`src/rtl/irq_timer_pkg.sv`:
```
// Shared constants for the irq_timer reload timer: register offsets,
// TCON bit positions and reset values.
package irq_timer_pkg;

  localparam logic [31:0] TH_OFS   = 32'd0;
  localparam logic [31:0] TL_OFS   = 32'd4;
  localparam logic [31:0] TCON_OFS = 32'd8;
  localparam logic [31:0] PSC_OFS  = 32'd12;

  localparam int TCON_EN = 0;
  localparam int TCON_IE = 1;
  localparam int TCON_IS = 2;

  localparam logic [31:0] TH_RST   = 32'h0000_0000;
  localparam logic [31:0] TL_RST   = 32'h0000_0000;
  localparam logic [2:0]  TCON_RST = 3'b000;
  localparam logic [15:0] PSC_RST  = 16'h0000;

endpackage

```
`src/rtl/irq_timer_prescaler.sv`:
```
// Tick prescaler for irq_timer: PSC register plus a 16-bit count.
// Only instantiated when IRQ_TIMER_PRESCALE_EN is defined.
module irq_timer_prescaler
  import irq_timer_pkg::*;
(
  input  logic        clk,
  input  logic        reset,
  input  logic        en,
  input  logic        psc_wr,
  input  logic [15:0] psc_wdata,
  output logic [15:0] psc,
  output logic        tick
);

  logic [15:0] psc_q;
  logic [15:0] cnt_q;
  logic        cnt_hit;

  assign cnt_hit = (cnt_q == psc_q);
  assign tick    = en & cnt_hit;
  assign psc     = psc_q;

  // A PSC write restarts the division; disabling freezes the count in place.
  always_ff @(posedge clk) begin
    if (!reset) begin
      psc_q <= PSC_RST;
      cnt_q <= 16'h0000;
    end else if (psc_wr) begin
      psc_q <= psc_wdata;
      cnt_q <= 16'h0000;
    end else if (en) begin
      cnt_q <= cnt_hit ? 16'h0000 : cnt_q + 16'h0001;
    end
  end

endmodule

```
`src/rtl/irq_timer.sv`:
```
// Memory-mapped 32-bit reload timer with level IRQ for the MIPS pipeline.
// Optional prescaler is enabled with `define IRQ_TIMER_PRESCALE_EN.
module irq_timer
  import irq_timer_pkg::*;
#(
  parameter logic [31:0] BASE_ADDR = 32'h4000_0000
) (
  input  logic        clk,
  input  logic        reset,
  input  logic        MemRead,
  input  logic        MemWrite,
  input  logic [31:0] Addr,
  input  logic [31:0] WriteData,
  output logic [31:0] ReadData,
  output logic        IRQ
);

  localparam logic [31:0] TH_ADDR   = BASE_ADDR + TH_OFS;
  localparam logic [31:0] TL_ADDR   = BASE_ADDR + TL_OFS;
  localparam logic [31:0] TCON_ADDR = BASE_ADDR + TCON_OFS;
  localparam logic [31:0] PSC_ADDR  = BASE_ADDR + PSC_OFS;

  logic [31:0] th_q;
  logic [31:0] tl_q;
  logic [2:0]  tcon_q;
  logic        tick;
  logic        overflow;
  logic        set_is;
  logic        th_wr;
  logic        tl_wr;
  logic        tcon_wr;

  // Bus semantics: MemRead/MemWrite with a full address match is an access;
  // there is no stall, reads complete combinationally, writes at the edge.
  assign th_wr   = MemWrite & (Addr == TH_ADDR);
  assign tl_wr   = MemWrite & (Addr == TL_ADDR);
  assign tcon_wr = MemWrite & (Addr == TCON_ADDR);

`ifdef IRQ_TIMER_PRESCALE_EN
  logic        psc_wr;
  logic [15:0] psc;

  assign psc_wr = MemWrite & (Addr == PSC_ADDR);

  irq_timer_prescaler u_prescaler (
    .clk       (clk),
    .reset     (reset),
    .en        (tcon_q[TCON_EN]),
    .psc_wr    (psc_wr),
    .psc_wdata (WriteData[15:0]),
    .psc       (psc),
    .tick      (tick)
  );
`else
  assign tick = tcon_q[TCON_EN];
`endif

  assign overflow = tick & (tl_q == 32'hFFFF_FFFF);
  assign set_is   = overflow & tcon_q[TCON_IE];
  assign IRQ      = tcon_q[TCON_IE] & tcon_q[TCON_IS];

  always_ff @(posedge clk) begin
    if (!reset) begin
      th_q <= TH_RST;
    end else if (th_wr) begin
      th_q <= WriteData;
    end
  end

  // A CPU write to TL beats the tick; a reload uses TH as it was before this edge.
  always_ff @(posedge clk) begin
    if (!reset) begin
      tl_q <= TL_RST;
    end else if (tl_wr) begin
      tl_q <= WriteData;
    end else if (tick) begin
      tl_q <= overflow ? th_q : tl_q + 32'd1;
    end
  end

  // An overflow on the same edge as a status-clearing write still sets IS.
  always_ff @(posedge clk) begin
    if (!reset) begin
      tcon_q <= TCON_RST;
    end else if (tcon_wr) begin
      tcon_q <= {WriteData[TCON_IS] | set_is, WriteData[TCON_IE:TCON_EN]};
    end else if (set_is) begin
      tcon_q[TCON_IS] <= 1'b1;
    end
  end

  always_comb begin
    ReadData = 32'h0000_0000;
    if (MemRead) begin
      if (Addr == TH_ADDR)        ReadData = th_q;
      else if (Addr == TL_ADDR)   ReadData = tl_q;
      else if (Addr == TCON_ADDR) ReadData = {29'd0, tcon_q};
`ifdef IRQ_TIMER_PRESCALE_EN
      else if (Addr == PSC_ADDR)  ReadData = {16'd0, psc};
`endif
    end
  end

endmodule

```
`config.mk`:
```
export PLATFORM = sky130hd
export DESIGN_NAME = irq_timer
export DESIGN_NICKNAME = d
export VERILOG_FILES = /design/src/rtl/irq_timer_pkg.sv /design/src/rtl/irq_timer_prescaler.sv /design/src/rtl/irq_timer.sv
export SDC_FILE = /design/constraint.sdc
export NUM_CORES = 1
export LEC_CHECK = 0
export BUFFER_PORTS_ARGS = -buffer_cell sky130_fd_sc_hd__buf_2
export CORE_MARGIN = 5
export CORE_UTILIZATION = 54
export DETAILED_ROUTE_END_ITERATION = 8
export PLACE_DENSITY = 0.8
export SLEW_MARGIN = 10
export SYNTH_ARGS = -nofsm -noshare
export SYNTH_HDL_FRONTEND = slang
export SYNTH_SLANG_ARGS = --single-unit
export TNS_END_PERCENT = 50
```
`constraint.sdc`:
```
create_clock -name clk -period 2.7 [get_ports clk]
set_input_delay 0.54 -clock clk [delete_from_list [all_inputs] [get_ports clk]]
set_output_delay 0.54 -clock clk [all_outputs]
set_load 0.01 [all_outputs]
```
* Yosys cells after proc, flatten, opt, wreduce, memory -nomap -nowiden
Index checks and enable logic that the tools add are counted.
Storage, ports and cells: bits in registers 67, input port bits 68, output and inout port bits 33, word-level logic and storage cells 27
Operators by class: equal/unequal tests 4, $add $sub $neg 1, bitwise logic cells 7, mux-type cells 9, reduce and logical (&&, ||, !) cells 2
Operators with widths (number):
- two-way mux 32 bit | 6
- == test 32 x 31 -> 1 bit (second input constant) | 3
- adder 32 x 1 -> 32 bit (second input constant) | 1
- == test 32 bit (second input constant) | 1
- bitwise AND 1 bit | 6
- nonzero test 2 bit | 2
- two-way mux 3 bit | 1
- two-way mux 1 bit | 2
- bitwise OR 1 bit | 1

* Depth between registers and ports, before layout
Gate-level depths: netlist of run 1.
word-level depth 5, gate-level depth with buffers 9, depth with buffers taken out 7

* Worst setup path after synthesis of run 1
Ideal clock, no wire load.
path type input-to-output, start point input port Addr[25], end point output port ReadData[21], setup slack 95 ps, data arrival time 2065 ps, stages 8, path through nor4b_1 and4_1 and2_1 nand2_1 or2_2 buf_2 buf_2 nor2_1
On the way: longest elaborated chain between the ends 4, elaborated cells on any way between the ends 5, those cells by class eq/ne: 2; mux: 3
RTL lines:
- start, declared | line irq_timer.sv:12 | input logic [31:0] Addr,
- == test 32 x 31 -> 1 bit | line irq_timer.sv:96 | else if (Addr == TL_ADDR) ReadData = tl_q;
- two-way mux 32 bit | line irq_timer.sv:96
- two-way mux 32 bit * | line irq_timer.sv:95 | if (Addr == TH_ADDR) ReadData = th_q;
- two-way mux 32 bit * | line irq_timer.sv:94 | if (MemRead) begin
- end, declared | line irq_timer.sv:14 | output logic [31:0] ReadData,
Every way passes the cells marked *; elsewhere a longest branch is shown, timed or not.

* Worst setup path after layout of run 1
start point input port Addr[25], end point output port ReadData[4]
The elaborated chain is that of the path after synthesis.

==> results.md, run 1 <==
- Critical path endpoint category: output port
- Crit path buffers/inverters: 3
- Final Slew Violations: 0
- Largest net degree at the start of global routing: 40
- Vias per cell: 5.87
- Worst-path clk slew: roughly 0.07 ns
- WL per Instance: about 16 um
- Combined area of all synthesized cells: approximately 4200 um^2
- Critical path's most frequent cell: buf_2
- Ratio of final minimum period to clock period: 97.5%
- CTS buffer count: 9
- Detailed Place HPWL: about 8700 um
- DR iter-0 viols: between 300 and 400
- Htree depth: 3
- Clock latency on the worst-skew pair: 0.35 ns
- Share of flip-flops with an asynchronous set or reset: 0%
- Yosys top cell by area: dfxtp_1
- First-pass GRT wire length: a little over 20000 um
- Number of top-level pins: around 100
- Slew margin rel.: between 40% and 50%
- Max Fclk: 380 MHz
- ANT nets after route: 0
- Synth Register Bits: 67
- CP Cell Sequence: buf_2 > nor4b_1 > and4_1 > and2_1 > nand2_1 > or2_4 > buf_12 > nor2_2 > buf_2
- Total grt overflow: 0
- Leakage: slightly above 2 nW
- Core box area: approximately 7600 um^2
- Final setup fails: 0
- Clock tree buffer depth: 2
- Worst Path Max Fanout: 11
- DR vias: 4450
- Final hold violation count: 0
- Antenna violations before repair: 0
- N_diodes: 0
- Final WS setup: slightly below 0.07 ns
- Drt drc: 0
- Die height: about 98 um
- Final wirelength: 12400 um
- Core Rows: 32
- Initial Util: a little under three fifths
- CTS root buffer: clkbuf_8
- Req. time, crit path: ~2.2 ns
- Post-synth top cells: nand2_1, dfxtp_1, nor2_1, mux2i_1, a21boi_0
- Post-Synthesis Cells: roughly 560
- Vias in the first global route: 4340
- CP peak stage delay: roughly 0.27 ns
- Die W: about 100 um
- Clock Skews: ~0.0056 ns
- Crit start category: input port
- Status: finished clean
- Nets: 720
- Drt first pass iters: 5
- Top-area cell type share of the netlist area: between 30% and 40%
- P&R area growth vs syn: 21.5%
- Routability-driven placement congestion ratio: between 0.9 and 1
- CP max-delay cell: nor4b_1
- Post-synth top flop: dfxtp_1
- Register area share after synthesis: 31.8%
- Clock sinks: between 60 and 70
- CTS tree: yes
- Port bufs: 100
- Pre-CTS setup slack: -0.0161 ns
- Layout cell share with drive strength beyond 1: 24.1%
- Worst-margin pin slew: between 0.7 and 0.8 ns
- Max_cap viols: 0
- Peak supply drop: ~0.00027 V
- Power density over cell area: roughly 400 nW/um^2
- Post-synth EDFFs: 0
- Largest cells by area after synthesis: dfxtp_1, mux2i_1, nand2_1, a21boi_0, nor2_1
- GRT Total Usage: between 20% and 30%
- Syn Nets: ~630
- Yosys warnings: 0
- Post-Layout Cell Count: roughly 760
- Syn Area/Cell: around 7.6 um^2
- CTS Hold Buffers Added: 0
- Fin crit period: about 2.6 ns
- Area of the die: about 9700 um^2
- Type of the most critical hold path: input port to flop
- Dpl cells: 740
- Kind of critical path: input port to output port
- Crit path max-delay family: simple AND/OR/NAND/NOR gates
- Arrival time at the worst endpoint: roughly 2.1 ns
- Dominant cell by count in the synthesized netlist: nand2_1
- Synth cell types: 50
[worst paths after layout]
check | slack (ns) | from | end | cells past startpoint
setup / recovery | 0.07 | Addr[25] | ReadData[4] | 9
hold / removal | 0.42 | WriteData[30] | tl_q[30] | 3
setup reg to reg | 0.36 | tl_q[16] | tl_q[4] | 8
hold reg to reg | 0.48 | th_q[24] | th_q[24] | 2
[power by group]
group | internal (W) | leakage [nW] | switching, W | total (W)
clock | 0.000518 | 0.103 | 0.000395 | 0.000912
combinational | 0.0000713 | 1.39 | 0.0000690 | 0.000140
sequential | 0.000993 | 0.540 | 0.00000955 | 0.00100
[what timing repair did]
| item | 4_1_cts | 5_1_grt |
|---|---|---|
| pin swaps | 1 | 2 |
| resized for setup | 1 | 3 |
| endpoints found under the hold margin | 0 | 0 |
| buffers inserted | 1 | 1 |
| endpoints found under the setup margin | 1 | 29 |
[cells in the final DEF, fill, tap and decap left out, drive strengths merged, types with 6 or more instances in the layout]
master and count:
nor2 49, a31oi 13, and4 6, nor4 12
a211oi 6, clkbuf 11, and3 7, dfxtp 67
nand2 101, nor2b 6, o211ai 6, o21ai 26
nor3 12, xnor2 12, a21boi 39, inv 7
a21oi 28, and2 6, mux2i 40, nand4 12
nand3 25, buf 126
[layer usage]
layer	vias to the layer above	global-route usage (%)	share of wire, %	wire length [um]
met5	-	0	0	0
met4	0	9.35	2.2	271
met3	23	3.79	6.6	824
met2	178	44.0	49	6140
met1	2085	32.2	42	5180
li1	2164	-	-	-
[stage by stage]
stage	total power [W]	instance area (um^2)	setup TNS (ns)	utilization (%)	hold WS, ns
6_report	0.00206	5120	0	67.0	0.425
3_3_place_gp	0.00116	4880	0	63.8	0.455
4_1_cts	0.00206	5100	0	66.7	0.416
2_1_floorplan	0.00109	4220	0	-	0.443
3_5_place_dp	0.00116	4880	-0.0161	63.8	0.473
5_1_grt	0.00212	5120	-0.0333	67.0	0.440
[area by class of cell]
| cell class | count | area [um^2] |
|---|---|---|
| Timing Repair Buffer | 126 | 721 |
| Clock inverter | 5 | 77.6 |
| Sequential cell | 67 | 1340 |
| Clock buffer | 11 | 131 |
| Fill cell | 661 | 2530 |
| Inverter | 7 | 26.3 |
| Multi-Input combinational cell | 440 | 2700 |
| Tap cell | 102 | 128 |
[kinds of logic (layout without fill, tap and decap cells)]
| family | count (synthesis) | in the layout | share of synthesized area (%) |
|---|---|---|---|
| compound gates | 137 | 137 | 21.3 |
| fa+ha+maj | 1 | 1 | 0.297 |
| xor+xnor | 15 | 15 | 3.12 |
| simple gates | 246 | 246 | 28.7 |
| buf+inv | 50 | 149 | 4.99 |
| mux | 41 | 41 | 9.77 |
| flops | 67 | 67 | 31.8 |
[worst register-to-register path, stage by stage (launching register included)]
cell	delay, ns
dfxtp_1	0.45
nand3_1	0.17
nor3_1	0.32
buf_4	0.24
and4_1	0.46
buf_4	0.20
a21oi_1	0.06
a211o_1	0.22
a21boi_0	0.14
[flip-flops by register name, indices dropped and copies added (netlist names)]
name and cells:
th_q 32, tl_q 32, tcon_q 3
(Power assumes the default switching activity.)
==> run 2: changes to the inputs <==
--- a/config.mk
+++ b/config.mk
@@ -5,11 +5,12 @@
 export SDC_FILE = /design/constraint.sdc
 export NUM_CORES = 1
 export LEC_CHECK = 0
+export ABC_AREA = 1
 export BUFFER_PORTS_ARGS = -buffer_cell sky130_fd_sc_hd__buf_2
 export CORE_MARGIN = 5
-export CORE_UTILIZATION = 54
+export CORE_UTILIZATION = 56
 export DETAILED_ROUTE_END_ITERATION = 8
-export PLACE_DENSITY = 0.8
+export PLACE_DENSITY = 0.81
 export SLEW_MARGIN = 10
 export SYNTH_ARGS = -nofsm -noshare
 export SYNTH_HDL_FRONTEND = slang
==> results.md, run 2 <==
- Status: finished clean
- Largest net degree at the start of global routing: 37
- Vias per cell: between 5 and 6
- CTS Hold Buffers Added: 0
- Vias in the first global route: about 5300
- Layout cell share with drive strength beyond 1: between 10% and 20%
- Clock Skews: 0.00708 ns
- Largest cells by area after synthesis: dfxtp_1, nand2_1, nor2_1, nand3_1, a21oi_1
- Nets: ~1000
- Htree depth: 3
- Switching power: roughly 0.00047 W
- Top-area cell type share of the netlist area: a little over a quarter
- Post-synth top cells: nand2_1, nor2_1, nand3_1, a21oi_1, dfxtp_1
- Synth Register Bits: 67
- Synth cell types: 28
- Final hold violation count: 0
- Logic pwr share: under 10%
- WL per Instance: between 10 and 15 um
- Fin crit period: about 2.5 ns
- Commonest non-fill, non-tap cell in the layout: nand2_1
- Number of top-level pins: about 100
- Drt drc: 0
- Core Rows: 34
- Reg2Reg Setup Slack: about 0.52 ns
- Combined area of all synthesized cells: slightly below 5000 um^2
- Worst-margin pin slew: roughly 0.54 ns
- Post-Synthesis Cells: between 800 and 900
- Die W: around 100 um
- Dpl cells: approximately 1100
- Worst r2r src: tl_q[0]
- Routability-driven placement congestion ratio: between 0.9 and 1
- Peak supply drop: between 0.0002 and 0.00025 V
- Drt first pass iters: 5
- Yosys warnings: 0
- Sequential power share: 50.5%
- CTS tree: yes
- Worst-path clk slew: roughly 0.080 ns
- Fillers: between 800 and 900
- Syn Nets: 943
- DR vias: between 5000 and 6000
- Clock latency on the worst-skew pair: 0.36 ns
- Die height: a little over 100 um
- Port bufs: 100
- Worst Hold Path Cells: 3
- Reg2reg end: tl_q[2]
- Share of flip-flops with an asynchronous set or reset: 0%
- Type of the most critical hold path: input port to flop
- Worst Hold Endpoint: th_q[4]
- Worst Reg-to-Reg Cells: 11
- Initial Util: between 50% and 60%
- Detailed Place HPWL: roughly 11000 um
- Clock tree buffer depth: 2
- Post-Route Setup TNS: 0 ns
- Multi-input logic area: between 3000 and 4000 um^2
- Internal: roughly 0.0015 W
- CTS root buffer: clkbuf_8
- Slew margin rel.: between 60 and 70%
- Dominant cell by count in the synthesized netlist: nand2_1
- Antenna violations before repair: 0
- Ratio of final minimum period to clock period: 93.3%
- Worst Path Max Fanout: 15
- Max_cap viols: 0
- Total grt overflow: 0
- Seq. cell area: between 1000 and 1500 um^2
- Final Slew Violations: 0
- Crit start category: input port
- RSZ-0062 raised after global routing: no
- N_diodes: 0
- Largest regs: th_q x32, tl_q x32, tcon_q x3
- Clock sinks: 67
- Post-synth top flop: dfxtp_1
- Register area share after synthesis: a little over a quarter
- Post-synth EDFFs: 0
- Kind of critical path: input port to output port
- Syn Area/Cell: 5.63 um^2
- Req. time, crit path: between 2 and 2.5 ns
- Sw frac: 24.2%
- Post-Layout Cell Count: between 1000 and 1500
- GRT Total Usage: about 27%
- ANT nets after route: 0
- Yosys top cell by area: dfxtp_1
- First-pass GRT wire length: ~25000 um
- Leakage: around 2.3 nW
- Area of the die: about 11000 um^2
- Core box area: around 8600 um^2
- Clock share of power: between 40% and 50%
- CTS buffer count: 9
- Power density over cell area: roughly 340 nW/um^2
- Commonest non-fill, non-tap cells in the layout: nand2_1, nor2_1, buf_2, nand3_1, a21oi_1
- Final wirelength: about 15000 um
- P&R area growth vs syn: 17.0%
- Final setup fails: 0
- DR iter-0 viols: around 450
- Arrival time at the worst endpoint: 1.98 ns
- HP Start: WriteData[4]
- Critical path endpoint category: output port
- Max Fclk: ~400 MHz
==> run 2: cell types whose count changed after synthesis, moves of 40 or more <==
cell	change
mux2i_1	-40
nand2_1	+181
nand3_1	+74
nor2_1	+99
a21oi_1	+63
inv_1	+59
==> run 2: worst max-delay path by stage <==
stage,startpoint,to,cells after the start
6_report,Addr[1],ReadData[15],10
5_1_grt,Addr[30],ReadData[5],11
4_1_cts,Addr[25],ReadData[8],10
3_5_place_dp,Addr[25],ReadData[8],10
3_3_place_gp,Addr[1],ReadData[15],10
2_1_floorplan,Addr[1],ReadData[10],8
==> run 2: cells by family after synthesis <==
family	count (synthesis)	share of synthesized area [%]
compound gates	109	11.3
fa+ha+maj	1	0.254
flops	67	27.3
xor+xnor	11	1.96
buf+inv	114	9.59
simple gates	572	49.6
==> run 2: repair_timing <==
| action | CTS | global route |
|---|---|---|
| gates resized for setup | 0 | 1 |
| setup endpoints to repair | 0 | 5 |
| buffers inserted | 0 | 0 |
==> run 2: power by group through the flow <==
stage	clock network, W	logic, W	registers (W)
2_1_floorplan	0	0.0000326	0.00101
3_3_place_gp	0	0.000107	0.00101
3_5_place_dp	0	0.000108	0.00101
4_1_cts	0.000854	0.000108	0.000987
5_1_grt	0.000894	0.000121	0.000987
6_report	0.000858	0.000109	0.000987
==> run 2: worst max-delay path: stages <==
cell     delay (ns)
buf_2          0.10
nor2_1         0.12
inv_1          0.07
nor2_1         0.15
nand4_1        0.15
nor2_2         0.17
buf_4          0.24
nand2_1        0.07
a21oi_1        0.19
buf_2          0.17
==> run 2: stage by stage <==
stage / setup slack [ns] / total power [W] / area, um^2 / hold slack [ns] / utilization, %
after floorplan: 0.379 / 0.00104 / 4920 / 0.454 / -
after global placement: 0.230 / 0.00112 / 5560 / 0.471 / 64.4
after detailed placement: 0.167 / 0.00112 / 5560 / 0.472 / 64.4
after CTS: 0.163 / 0.00195 / 5750 / 0.433 / 66.6
after global routing: 0.0384 / 0.00200 / 5760 / 0.444 / 66.6
final: 0.182 / 0.00195 / 5760 / 0.438 / 66.6
==> run 2: layout make-up <==
cell class / instances / area share, %
well taps: 108 / 2.35
multi-input cells: 693 / 54.0
repair buffers: 123 / 12.2
inverters: 72 / 4.78
clock inverters: 5 / 0.913
flip-flops and latches: 67 / 23.3
clock buffers: 11 / 2.46
==> run 2: layer usage <==
layer / routed length (um) / GRT usage [%] / part of all wire [%]
met5: 0 / 0 / 0
met4: 324 / 9.34 / 2.2
met3: 1500 / 5.72 / 10
met2: 6660 / 43.6 / 45
met1: 6410 / 36.5 / 43
==> run 3: changes to the inputs <==
--- a/config.mk
+++ b/config.mk
@@ -8,10 +8,9 @@
 export ABC_AREA = 1
 export BUFFER_PORTS_ARGS = -buffer_cell sky130_fd_sc_hd__buf_2
 export CORE_MARGIN = 5
-export CORE_UTILIZATION = 56
+export CORE_UTILIZATION = 40
 export DETAILED_ROUTE_END_ITERATION = 8
-export PLACE_DENSITY = 0.81
-export SLEW_MARGIN = 10
+export RECOVER_POWER = 100
 export SYNTH_ARGS = -nofsm -noshare
 export SYNTH_HDL_FRONTEND = slang
 export SYNTH_SLANG_ARGS = --single-unit
==> results.md, run 3 (synthesis gave the netlist of run 2 again) <==
- Status: finished clean
- M1 WL: about 7700 um
- CTS Hold Buffers Added: 0
- CTS tree: yes
- Worst-path clk slew: 0.05 ns
- First-pass GRT wire length: roughly 27000 um
- Crit path max-delay family: simple AND/OR/NAND/NOR gates
- Internal: between 0.0015 and 0.002 W
- Initial Util: about two fifths
- CP peak stage delay: about 0.22 ns
- Final WS setup: ~0.18 ns
- Max Fclk: 396 MHz
- Power density over cell area: 370 nW/um^2
- RSZ-0062 raised after global routing: no
- Clock sinks: 67
- Commonest non-fill, non-tap cells in the layout: nand2_1, nor2_1, nand3_1, a21oi_1, buf_2
- Ratio of final minimum period to clock period: 93.4%
- Die W: 121 um
- Post-Route Setup TNS: 0 ns
- Vias per cell: between 5 and 6
- Critical path's most frequent cell: nand2_1
- Post-CTS sizing: 0
- Layout cell share with drive strength beyond 1: ~14%
- Pre-CTS setup slack: 0.192 ns
- CTS root buffer: clkbuf_16
- Area of the die: 14600 um^2
- N_diodes: 0
- P&R area growth vs syn: 19.2%
- Routability-driven placement congestion ratio: about 0.97
- Critical path endpoint category: output port
- Drt drc: 0
- ANT nets after route: 0
- Kind of critical path: input port to output port
- Core Rows: 40
- Worst Path Max Fanout: 20
- Final wirelength: around 16000 um
- Postcts setup bufs: 0
- Drt first pass iters: 5
- Sequential power share: 45.6%
- GRT Total Usage: 22.7%
- Crit path buffers/inverters: 3
- DR top layer: met4
- Met2 WL: a little over 7000 um
- Detailed Place HPWL: 11500 um
- Largest regs: th_q x32, tl_q x32, tcon_q x3
- Final Slew Violations: 0
- Total grt overflow: 0
- Clock latency on the worst-skew pair: roughly 0.33 ns
- Clock Skews: 0.00460 ns
- WL per Instance: about 15 um
- Core box area: 12000 um^2
- Largest net degree at the start of global routing: 38
- Switching power: between 0.0004 and 0.0005 W
- Max_cap viols: 0
- Nets: between 1000 and 1500
- CP Cell Sequence: buf_2 > nor2_1 > nand2_1 > nor2_2 > nand2_1 > nor2_4 > buf_12 > nand3_1 > a21oi_1 > clkbuf_2
- Peak supply drop: roughly 0.00019 V
- Port bufs: 100
- Fin crit period: 2.52 ns
- Slew margin rel.: 32.3%
- Arrival time at the worst endpoint: approximately 2 ns
- Final setup fails: 0
- DR vias: 5717
- Req. time, crit path: approximately 2.2 ns
- DR iter-0 viols: around 370
- Commonest non-fill, non-tap cell in the layout: nand2_1
- Die height: around 120 um
- Met3 wire len: ~1200 um
- Type of the most critical hold path: input port to flop
- Crit start category: input port
- Clock tree buffer depth: 2
- Final hold violation count: 0
- Antenna violations before repair: 0
- Number of top-level pins: roughly 100
- Leakage: around 2.2 nW
- Htree depth: 3
- Logic pwr share: about 5.1%
- CP max-delay cell: a21oi_1
- Worst-margin pin slew: 1.02 ns
- Dpl cells: ~1100
- Clock share of power: slightly below 50%
- Post-Layout Cell Count: ~1100
- Vias in the first global route: between 5000 and 6000
- Sw frac: roughly 23%
- CTS buffer count: 9
[run 3: layout make-up]
type	instances	area, um^2
inverters	72	270
clock inverters	3	15.0
clock buffers	12	246
multi-input cells	693	3090
flip-flops and latches	67	1340
fillers	1380	6150
repair buffers	126	716
well taps	147	184
[run 3: worst paths after layout]
| check | from | end | cells after the start | slack, ns |
|---|---|---|---|---|
| setup reg to reg | tl_q[0] | tl_q[1] | 11 | 0.23 |
| hold / removal | WriteData[25] | th_q[25] | 3 | 0.46 |
| hold reg to reg | th_q[18] | th_q[18] | 2 | 0.48 |
| setup / recovery | Addr[15] | ReadData[15] | 10 | 0.18 |
[run 3: power groups by stage]
stage          registers [W]  clock network [W]  logic (W)
6_report            0.000989            0.00107   0.000110
3_5_place_dp         0.00101                  0   0.000110
2_1_floorplan        0.00101                  0  0.0000326
3_3_place_gp         0.00101                  0   0.000110
5_1_grt             0.000988            0.00114   0.000123
4_1_cts             0.000989            0.00109   0.000110
[run 3: layer usage]
| layer | GRT usage, % | vias up |
|---|---|---|
| met5 | 0 | - |
| met1 | 31.9 | 2542 |
| met2 | 35.3 | 183 |
| li1 | - | 2972 |
| met3 | 4.10 | 20 |
| met4 | 6.73 | 0 |
[run 3: through the flow]
step | hold WS [ns] | util [%] | instance area [um^2] | total power [W]
after CTS | 0.452 | 49.4 | 5930 | 0.00219
final | 0.463 | 48.8 | 5870 | 0.00217
after global placement | 0.470 | 47.2 | 5670 | 0.00112
after floorplan | 0.454 | - | 4920 | 0.00104
after detailed placement | 0.477 | 47.2 | 5670 | 0.00112
after global routing | 0.458 | 48.8 | 5870 | 0.00225
[run 3: worst min-delay path: cells and delay by family]
| kind | cells | cell delay [ns] |
|---|---|---|
| buffers and inverters | 1 | 0.10 |
| AND/OR/NAND/NOR | 1 | 0.05 |
| AO/OA/AOI/OAI | 1 | 0.05 |
